$ cat src/rtl/csr_access_unit.sv
// -----------------------------------------------------------------------------
// csr_access_unit
//   Initiator side of the CSR register-file port. Executes the Zicsr
//   instructions (CSRRW/S/C and CSRRWI/SI/CI) as a sequenced read-modify-write
//   on the CSR register file and returns the old CSR value for rd.
//
//   Optional feature macro: CSR_ADDR_CHECK_EN
//     defined   : only 0x300,0x301,0x304,0x305,0x340,0x341,0x342,0x344 are
//                 legal; any other address is flagged illegal with no access.
//     undefined : every address is forwarded to the register file.
//
// Parameters
//   READ_LATENCY        cycles from csr_read_enable_o to valid csr_read_data_i (1..7)
//
// Ports
//   clk_i               in   clock, all logic on posedge
//   rst_i               in   synchronous active-high reset
//   req_valid_i         in   operation request valid
//   req_ready_o         out  unit can accept a request (IDLE only)
//   funct3_i[2:0]       in   Zicsr funct3
//   csr_addr_i[11:0]    in   target CSR address
//   rs1_data_i[31:0]    in   rs1 value (register forms)
//   uimm_i[4:0]         in   zimm field (immediate forms)
//   rd_is_zero_i        in   rd == x0
//   rs1_is_zero_i       in   rs1 field == 0
//   rsp_valid_o         out  response valid, held until rsp_ready_i
//   rsp_ready_i         in   consumer accepts response
//   rsp_rd_data_o[31:0] out  old CSR value (0 if the read was skipped)
//   rsp_illegal_o       out  illegal-instruction flag
//   csr_read_enable_o   out  register-file read strobe
//   csr_write_enable_o  out  register-file write strobe
//   csr_address_o[11:0] out  register-file address, stable READ..WRITE
//   csr_write_data_o    out  register-file write data
//   csr_read_data_i     in   register-file read data
// -----------------------------------------------------------------------------
module csr_access_unit #(
    parameter int READ_LATENCY = 1
) (
    input  logic        clk_i,
    input  logic        rst_i,
    input  logic        req_valid_i,
    output logic        req_ready_o,
    input  logic [2:0]  funct3_i,
    input  logic [11:0] csr_addr_i,
    input  logic [31:0] rs1_data_i,
    input  logic [4:0]  uimm_i,
    input  logic        rd_is_zero_i,
    input  logic        rs1_is_zero_i,
    output logic        rsp_valid_o,
    input  logic        rsp_ready_i,
    output logic [31:0] rsp_rd_data_o,
    output logic        rsp_illegal_o,
    output logic        csr_read_enable_o,
    output logic        csr_write_enable_o,
    output logic [11:0] csr_address_o,
    output logic [31:0] csr_write_data_o,
    input  logic [31:0] csr_read_data_i
);

    typedef enum logic [2:0] {
        S_IDLE,
        S_DECODE,
        S_READ,
        S_WAIT,
        S_WRITE,
        S_RESP
    } state_t;

    state_t      r_state;
    state_t      w_next;

    logic [1:0]  r_op;
    logic [11:0] r_addr;
    logic [31:0] r_src;
    logic        r_do_read;
    logic        r_do_write;
    logic        r_illegal;
    logic [31:0] r_old;
    logic [2:0]  r_wait_cnt;

    logic        w_accept;
    logic [31:0] w_src;
    logic        w_src_zero;
    logic        w_do_read;
    logic        w_do_write;
    logic        w_addr_ok;
    logic        w_illegal;
    logic        w_wait_last;
    logic [31:0] w_wdata;

    // ---------------------------------------------------------------- decode
    assign w_accept   = req_valid_i && (r_state == S_IDLE);
    assign w_src      = funct3_i[2] ? {27'b0, uimm_i} : rs1_data_i;
    assign w_src_zero = funct3_i[2] ? (uimm_i == 5'd0) : rs1_is_zero_i;
    // RW/RWI with rd=x0 must not read: reads can have side effects.
    assign w_do_read  = !((funct3_i[1:0] == 2'b01) && rd_is_zero_i);
    // Set/clear with a zero source is a pure read.
    assign w_do_write = (funct3_i[1:0] == 2'b01) || !w_src_zero;

`ifdef CSR_ADDR_CHECK_EN
    always_comb begin
        w_addr_ok = 1'b0;
        case (csr_addr_i)
            12'h300, 12'h301, 12'h304, 12'h305,
            12'h340, 12'h341, 12'h342, 12'h344: w_addr_ok = 1'b1;
            default:                            w_addr_ok = 1'b0;
        endcase
    end
`else
    assign w_addr_ok = 1'b1;
`endif

    // addr[11:10]==11 is the read-only CSR space.
    assign w_illegal = (funct3_i[1:0] == 2'b00)
                    || (w_do_write && (csr_addr_i[11:10] == 2'b11))
                    || !w_addr_ok;

    assign w_wait_last = (r_wait_cnt == 3'(READ_LATENCY - 1));

    // old value is 0 when the read was skipped (r_old cleared on accept)
    always_comb begin
        w_wdata = r_src;
        case (r_op)
            2'b10:   w_wdata = r_old | r_src;
            2'b11:   w_wdata = r_old & ~r_src;
            default: w_wdata = r_src;
        endcase
    end

    // ------------------------------------------------------------ state reg
    always_ff @(posedge clk_i) begin
        if (rst_i) begin
            r_state    <= S_IDLE;
            r_op       <= 2'b00;
            r_addr     <= 12'h000;
            r_src      <= 32'h0;
            r_do_read  <= 1'b0;
            r_do_write <= 1'b0;
            r_illegal  <= 1'b0;
            r_old      <= 32'h0;
            r_wait_cnt <= 3'd0;
        end else begin
            r_state <= w_next;
            if (w_accept) begin
                r_op       <= funct3_i[1:0];
                r_addr     <= csr_addr_i;
                r_src      <= w_src;
                r_do_read  <= w_do_read;
                r_do_write <= w_do_write;
                r_illegal  <= w_illegal;
                r_old      <= 32'h0;
            end
            if (r_state == S_READ) begin
                r_wait_cnt <= 3'd0;
            end
            if (r_state == S_WAIT) begin
                if (w_wait_last) begin
                    r_old <= csr_read_data_i;
                end else begin
                    r_wait_cnt <= r_wait_cnt + 3'd1;
                end
            end
        end
    end

    // ------------------------------------------------------------ next state
    always_comb begin
        w_next = r_state;
        case (r_state)
            S_IDLE:   if (w_accept) w_next = S_DECODE;
            S_DECODE: begin
                if (r_illegal)      w_next = S_RESP;
                else if (r_do_read) w_next = S_READ;
                else                w_next = S_WRITE;
            end
            S_READ:   w_next = S_WAIT;
            S_WAIT:   if (w_wait_last) w_next = r_do_write ? S_WRITE : S_RESP;
            S_WRITE:  w_next = S_RESP;
            S_RESP:   if (rsp_ready_i) w_next = S_IDLE;
            default:  w_next = S_IDLE;
        endcase
    end

    // --------------------------------------------------------------- outputs
    // Strobes are masked by rst_i so an op caught by reset never issues its
    // access in the reset cycle itself.
    always_comb begin
        req_ready_o        = (r_state == S_IDLE);
        csr_read_enable_o  = 1'b0;
        csr_write_enable_o = 1'b0;
        csr_address_o      = 12'h000;
        csr_write_data_o   = 32'h0;
        rsp_valid_o        = 1'b0;
        rsp_rd_data_o      = 32'h0;
        rsp_illegal_o      = 1'b0;
        case (r_state)
            S_READ: begin
                csr_read_enable_o = !rst_i;
                csr_address_o     = r_addr;
            end
            S_WAIT: begin
                csr_address_o = r_addr;
            end
            S_WRITE: begin
                csr_write_enable_o = !rst_i;
                csr_address_o      = r_addr;
                csr_write_data_o   = w_wdata;
            end
            S_RESP: begin
                rsp_valid_o   = !rst_i;
                rsp_rd_data_o = r_old;
                rsp_illegal_o = r_illegal;
            end
            default: ;
        endcase
    end

endmodule
$ cat config.mk
export PLATFORM = sky130hd
export DESIGN_NAME = csr_access_unit
export DESIGN_NICKNAME = d
export VERILOG_FILES = /design/src/rtl/csr_access_unit.sv
export SDC_FILE = /design/constraint.sdc
export NUM_CORES = 1
export LEC_CHECK = 0
export BUFFER_PORTS_ARGS = -buffer_cell sky130_fd_sc_hd__buf_2
export CORE_MARGIN = 1.5
export CORE_UTILIZATION = 45
export DETAILED_ROUTE_END_ITERATION = 6
export PLACE_DENSITY_LB_ADDON = 0.15
export SYNTH_ARGS = -nofsm -noshare
export SYNTH_HDL_FRONTEND = slang
export SYNTH_SLANG_ARGS = --single-unit
$ cat constraint.sdc
create_clock -name clk_i -period 1.82 [get_ports clk_i]
set_clock_uncertainty 0.2 [all_clocks]
set_input_delay 0.364 -clock clk_i [delete_from_list [all_inputs] [get_ports clk_i]]
set_output_delay 0.364 -clock clk_i [all_outputs]
set_load 0.03 [all_outputs]
# ---- Word level (Yosys, flattened, before mapping)
# Index checks and enable logic that the tools add are counted.
dict set report word_totals {
  input_bits 90
  reg_bits 87
  elab_cells 62
  output_inout_bits 81
}
dict set report classes {
  n_mux 23
  n_reduce_logical 14
  add_sub_neg 1
  bitwise_logic 3
  eq_ne 12
}
# cell n
set op_table {}
lappend op_table {{$mux 32} 6}
lappend op_table {{$pmux 32 s2} 1}
lappend op_table {{$and 32x32->32} 1}
lappend op_table {{$not 32->32} 1}
lappend op_table {{$or 32x32->32} 1}
lappend op_table {{$mux 3} 8}
lappend op_table {{$pmux 3 s6} 1}
lappend op_table {{$mux 12} 1}
lappend op_table {{$eq 2x2->1 const B} 3}
lappend op_table {{$eq 3x2->1 const B} 2}
lappend op_table {{$eq 3x3->1 const B} 2}
lappend op_table {{$logic_not 3->1} 2}
lappend op_table {{$mux 1} 6}
lappend op_table {{$logic_not 5->1} 1}
lappend op_table {{$ne 2x2->1 const B} 2}
lappend op_table {{$add 3x1->3 const B} 1}
lappend op_table {{$eq 3x1->1 const B} 1}
lappend op_table {{$logic_and 1x1->1} 3}
lappend op_table {{$logic_not 1->1} 3}
lappend op_table {{$reduce_and 3->1} 1}
lappend op_table {{$reduce_or 3->1} 1}
lappend op_table {{$eq 2x1->1 const B} 1}
lappend op_table {{$logic_not 2->1} 1}
lappend op_table {{$logic_or 1x1->1} 2}
lappend op_table {{$ne 2x1->1 const B} 1}

# ---- Depth between registers and ports, before layout
dict set report logic_depth {
  word_depth 6
  depth_mapped 6
  ltp_nobuf 5
}

# ---- Worst setup path before layout
# No wires, ideal clock.
dict set report synth_timing {
  kind {register to output}
  from {register r_state[0]}
  to {output port csr_address_o[10]}
  setup_slack_ns -0.403
  t_arrival_ns 1.659
  path_stages_with_launch 7
  cell_sequence {dfxtp_1 > buf_6 > or3b_1 > clkbuf_1 > and2_1 > buf_6 > nor2b_1}
}
dict set report synth_via {
  elab_chain_cells 3
}
# item line
set synth_lines {}
lappend synth_lines {{start, declared} 69} ;# state_t r_state;
lappend synth_lines {{start signal, assigned} 143} ;# r_state <= w_next;
lappend synth_lines {{$eq 3x2->1 or $eq 3x3->1 (tied branches)} 196} ;# case (r_state)
lappend synth_lines {{$reduce_or 3->1 (no source line) *} n/a}
lappend synth_lines {{$mux 12 *} 196}
lappend synth_lines {{end, declared} 55} ;# output logic [11:0] csr_address_o,
# Mark *: on every way between the ends. The rest lies on a longest branch, timed or not.

# ---- Worst setup path after layout
dict set report layout_timing {
  from {register r_state[0]}
  to {output port csr_address_o[0]}
}
# The elaborated chain is that of the path after synthesis.

==> impl_metrics.ini <==
[status]
status = complete, but fails checks
violations = negative setup slack

[setup_path]
path_max_fanout = 6
path_cells = or3b_4 > and2_4 > nor2b_2 > buf_6
cp.required_ns = 1.26
cp-startpoint = r_state[0]
critPathKind = reg -> out
critPathSlowestCell = or3b_4
max_stage_delay_ns = 0.50
critical_path.top_delay_family = simple AND/OR/NAND/NOR gates
critPathBufInv = 1
worstPathArrival_ns = 1.71
critical_path.startpoint_type = flip-flop
reg2reg_from = r_state[2]
end_kind = primary output

[die]
die_x_um = 104
initial_core_util_pct = 46.5
coreArea_um2 = 9820
rows = 36
ios = 171
die_area_um2 = 10800
die_y_um = 104

[clock_network]
cts_buffer_depth = 2
cts_tree = done
cts_max_level = 3
cts_num_sinks = 87
root_buffer = clkbuf_8
numCtsBuffers = 9
clk_latency_ns = 0.37
clkSlewWorstSetupHoldPaths_ns = 0.09

[drt]
drt_first_pass_iters = 4
route.vias.total = 5176
final_antenna_net_count = 0
wirelength_um = 17700
drc = 0
vias_per_cell = 5.68
dr.first_iter.drc_count = 369
wl_per_cell_um = 19.5

[power_and_ir_drop]
powerDensity_nw_per_um2 = 685
peakVddDrop_mv = 0.457
finalPower_uw = 5530
cellLeakagePower_uw = 0.00308

[global_routing]
gr-usage-all-layers_pct = 26.8
grt_pass1_wl_um = 23200
grt_overflow = 0
grt_pass1_vias = 4656
antenna_found_initial = 0
grt_max_degree = 51

[sta]
fin_setup_tns_ns = -37.52
clock.fmax_mhz = 440
max_slew.worst_pin.slew_ns = 0.679
setup_viol_count_final = 157
setup_ws_ns = -0.452
period_minus_slack_ns = 2.27
slew_violations = 0
fin_crit_sh_pct = 125
hold_viol = 0
rsz0062_at_grt = true
relSlewSlack_pct = 54.7

[yosys]
ys_seq_elements = 87
ys_dominant_reg_cell = dfxtp_1
async_flop_share_pct = 0
syn-cell-area_um2 = 4570
synth_area_leader_cell = dfxtp_1
synth_cell_types = 41
ys_seq_area_share_pct = 38.1
synth_edf_count = 0
syn_area_per_cell_um2 = 7.81
synthCells = 585
yosysWarnings = 0
syn_nets = 677
ys_top_cells_by_area = dfxtp_1 (38%), nand3b_1 (9.7%), a21oi_1 (8.2%)
yosysTopAreaCellShare_pct = 38.1

[cells_and_area]
fillerInstances = 578
num-nets-final = 865
final_common_cell = buf_6
final_cell_mix = buf_6 (93), buf_2 (88), dfxtp_1 (85)
post-route-util_pct = 82.3
syn2layout_area_growth_pct = 76.9
drive_above_1_share_pct = 53.6
diodes = 0
final_cell_area_um2 = 8080

[placement]
gp_congestion = 0.852
pre_cts_ws_ns = -0.115
dpl_cell_area_um2 = 6190
dp_hpwl_um = 9930
portBuffers = 170

[run]
maxCapViolCount = 0

[hold_path]
hold_start = csr_addr_i[4]
min-delay-path-class = in -> reg
per-stage QoR:
| step | hold WS [ns] | instances |
|---|---|---|
| CTS | 0.0151 | 883 |
| global placement | 0.243 | 865 |
| global route | 0.0237 | 911 |
| finish | 0.0239 | 911 |
| detailed placement | 0.253 | 865 |
| floorplan | 0.232 | 585 |
cells in the mapped netlist (all sizes together) (5+ instances only):
cell    count
nor2b      15
a21oi      75
dfxtp      87
mux2i       5
o32ai      34
inv        39
and2       35
nand2b     38
a211oi      6
buf        20
nand3b     59
nand2      92
nor2        9
clkbuf     36
sequential cells by signal, summed over array words and instances, names as in the netlist:
register    flops
r_do_write      1
r_addr         12
r_wait_cnt      3
r_old          32
r_illegal       1
r_src          32
r_do_read       1
r_op            2
r_state         3
repair_timing:
item | 4_1_cts | 5_1_grt
pin swaps | 6 | 95
cloned | 2 | 15
buffers inserted | 0 | 13
endpoints found under the setup margin | 161 | 157
hold buffers | 0 | 0
gates resized for setup | 146 | 190
per-layer routing:
layer	routed length (um)	track usage, %	vias up
li1	-	-	2381
met1	7250	35.4	2531
met2	9020	44.2	232
met3	1120	3.78	32
met4	345	10.5	0
met5	0	0	-
final cells by class:
type / instances / area, um2 / area share [%]
Clock buffer: 12 / 155 / 1.92
Clock inverter: 4 / 53.8 / 0.666
Inverter: 39 / 146 / 1.81
Multi-Input combinational cell: 405 / 3550 / 44.0
Sequential cell: 87 / 1740 / 21.6
Tap cell: 133 / 166 / 2.06
Timing Repair Buffer: 231 / 2260 / 28.0
worst min-delay path, stage by stage:
cell and delay, ns:
buf_2 0.10, nand2_1 0.05, a21oi_1 0.05
where the power goes:
part | internal, uW | switching, uW
Sequential | 2020 | 92.2
Combinational | 944 | 1030
Clock | 713 | 739
cell families after synthesis:
group	count (synthesis)	share of synthesized area (%)
multiplexers	5	1.10
flip-flops	87	38.1
buffers and inverters	95	8.90
AND/OR/NAND/NOR	265	32.7
AO/OA/AOI/OAI	131	18.6
adder cells (fa/ha/maj)	2	0.548
path summary, 6_finish.rpt:
path / to / slack, ns / depth (start not counted)
setup / recovery: csr_address_o[0] / -0.45 / 4
hold / removal: r_addr[4] / 0.02 / 3
setup reg to reg: r_src[24] / -0.17 / 7
hold reg to reg: r_addr[4] / 0.27 / 2
Power figures use the tool's default switching activity.
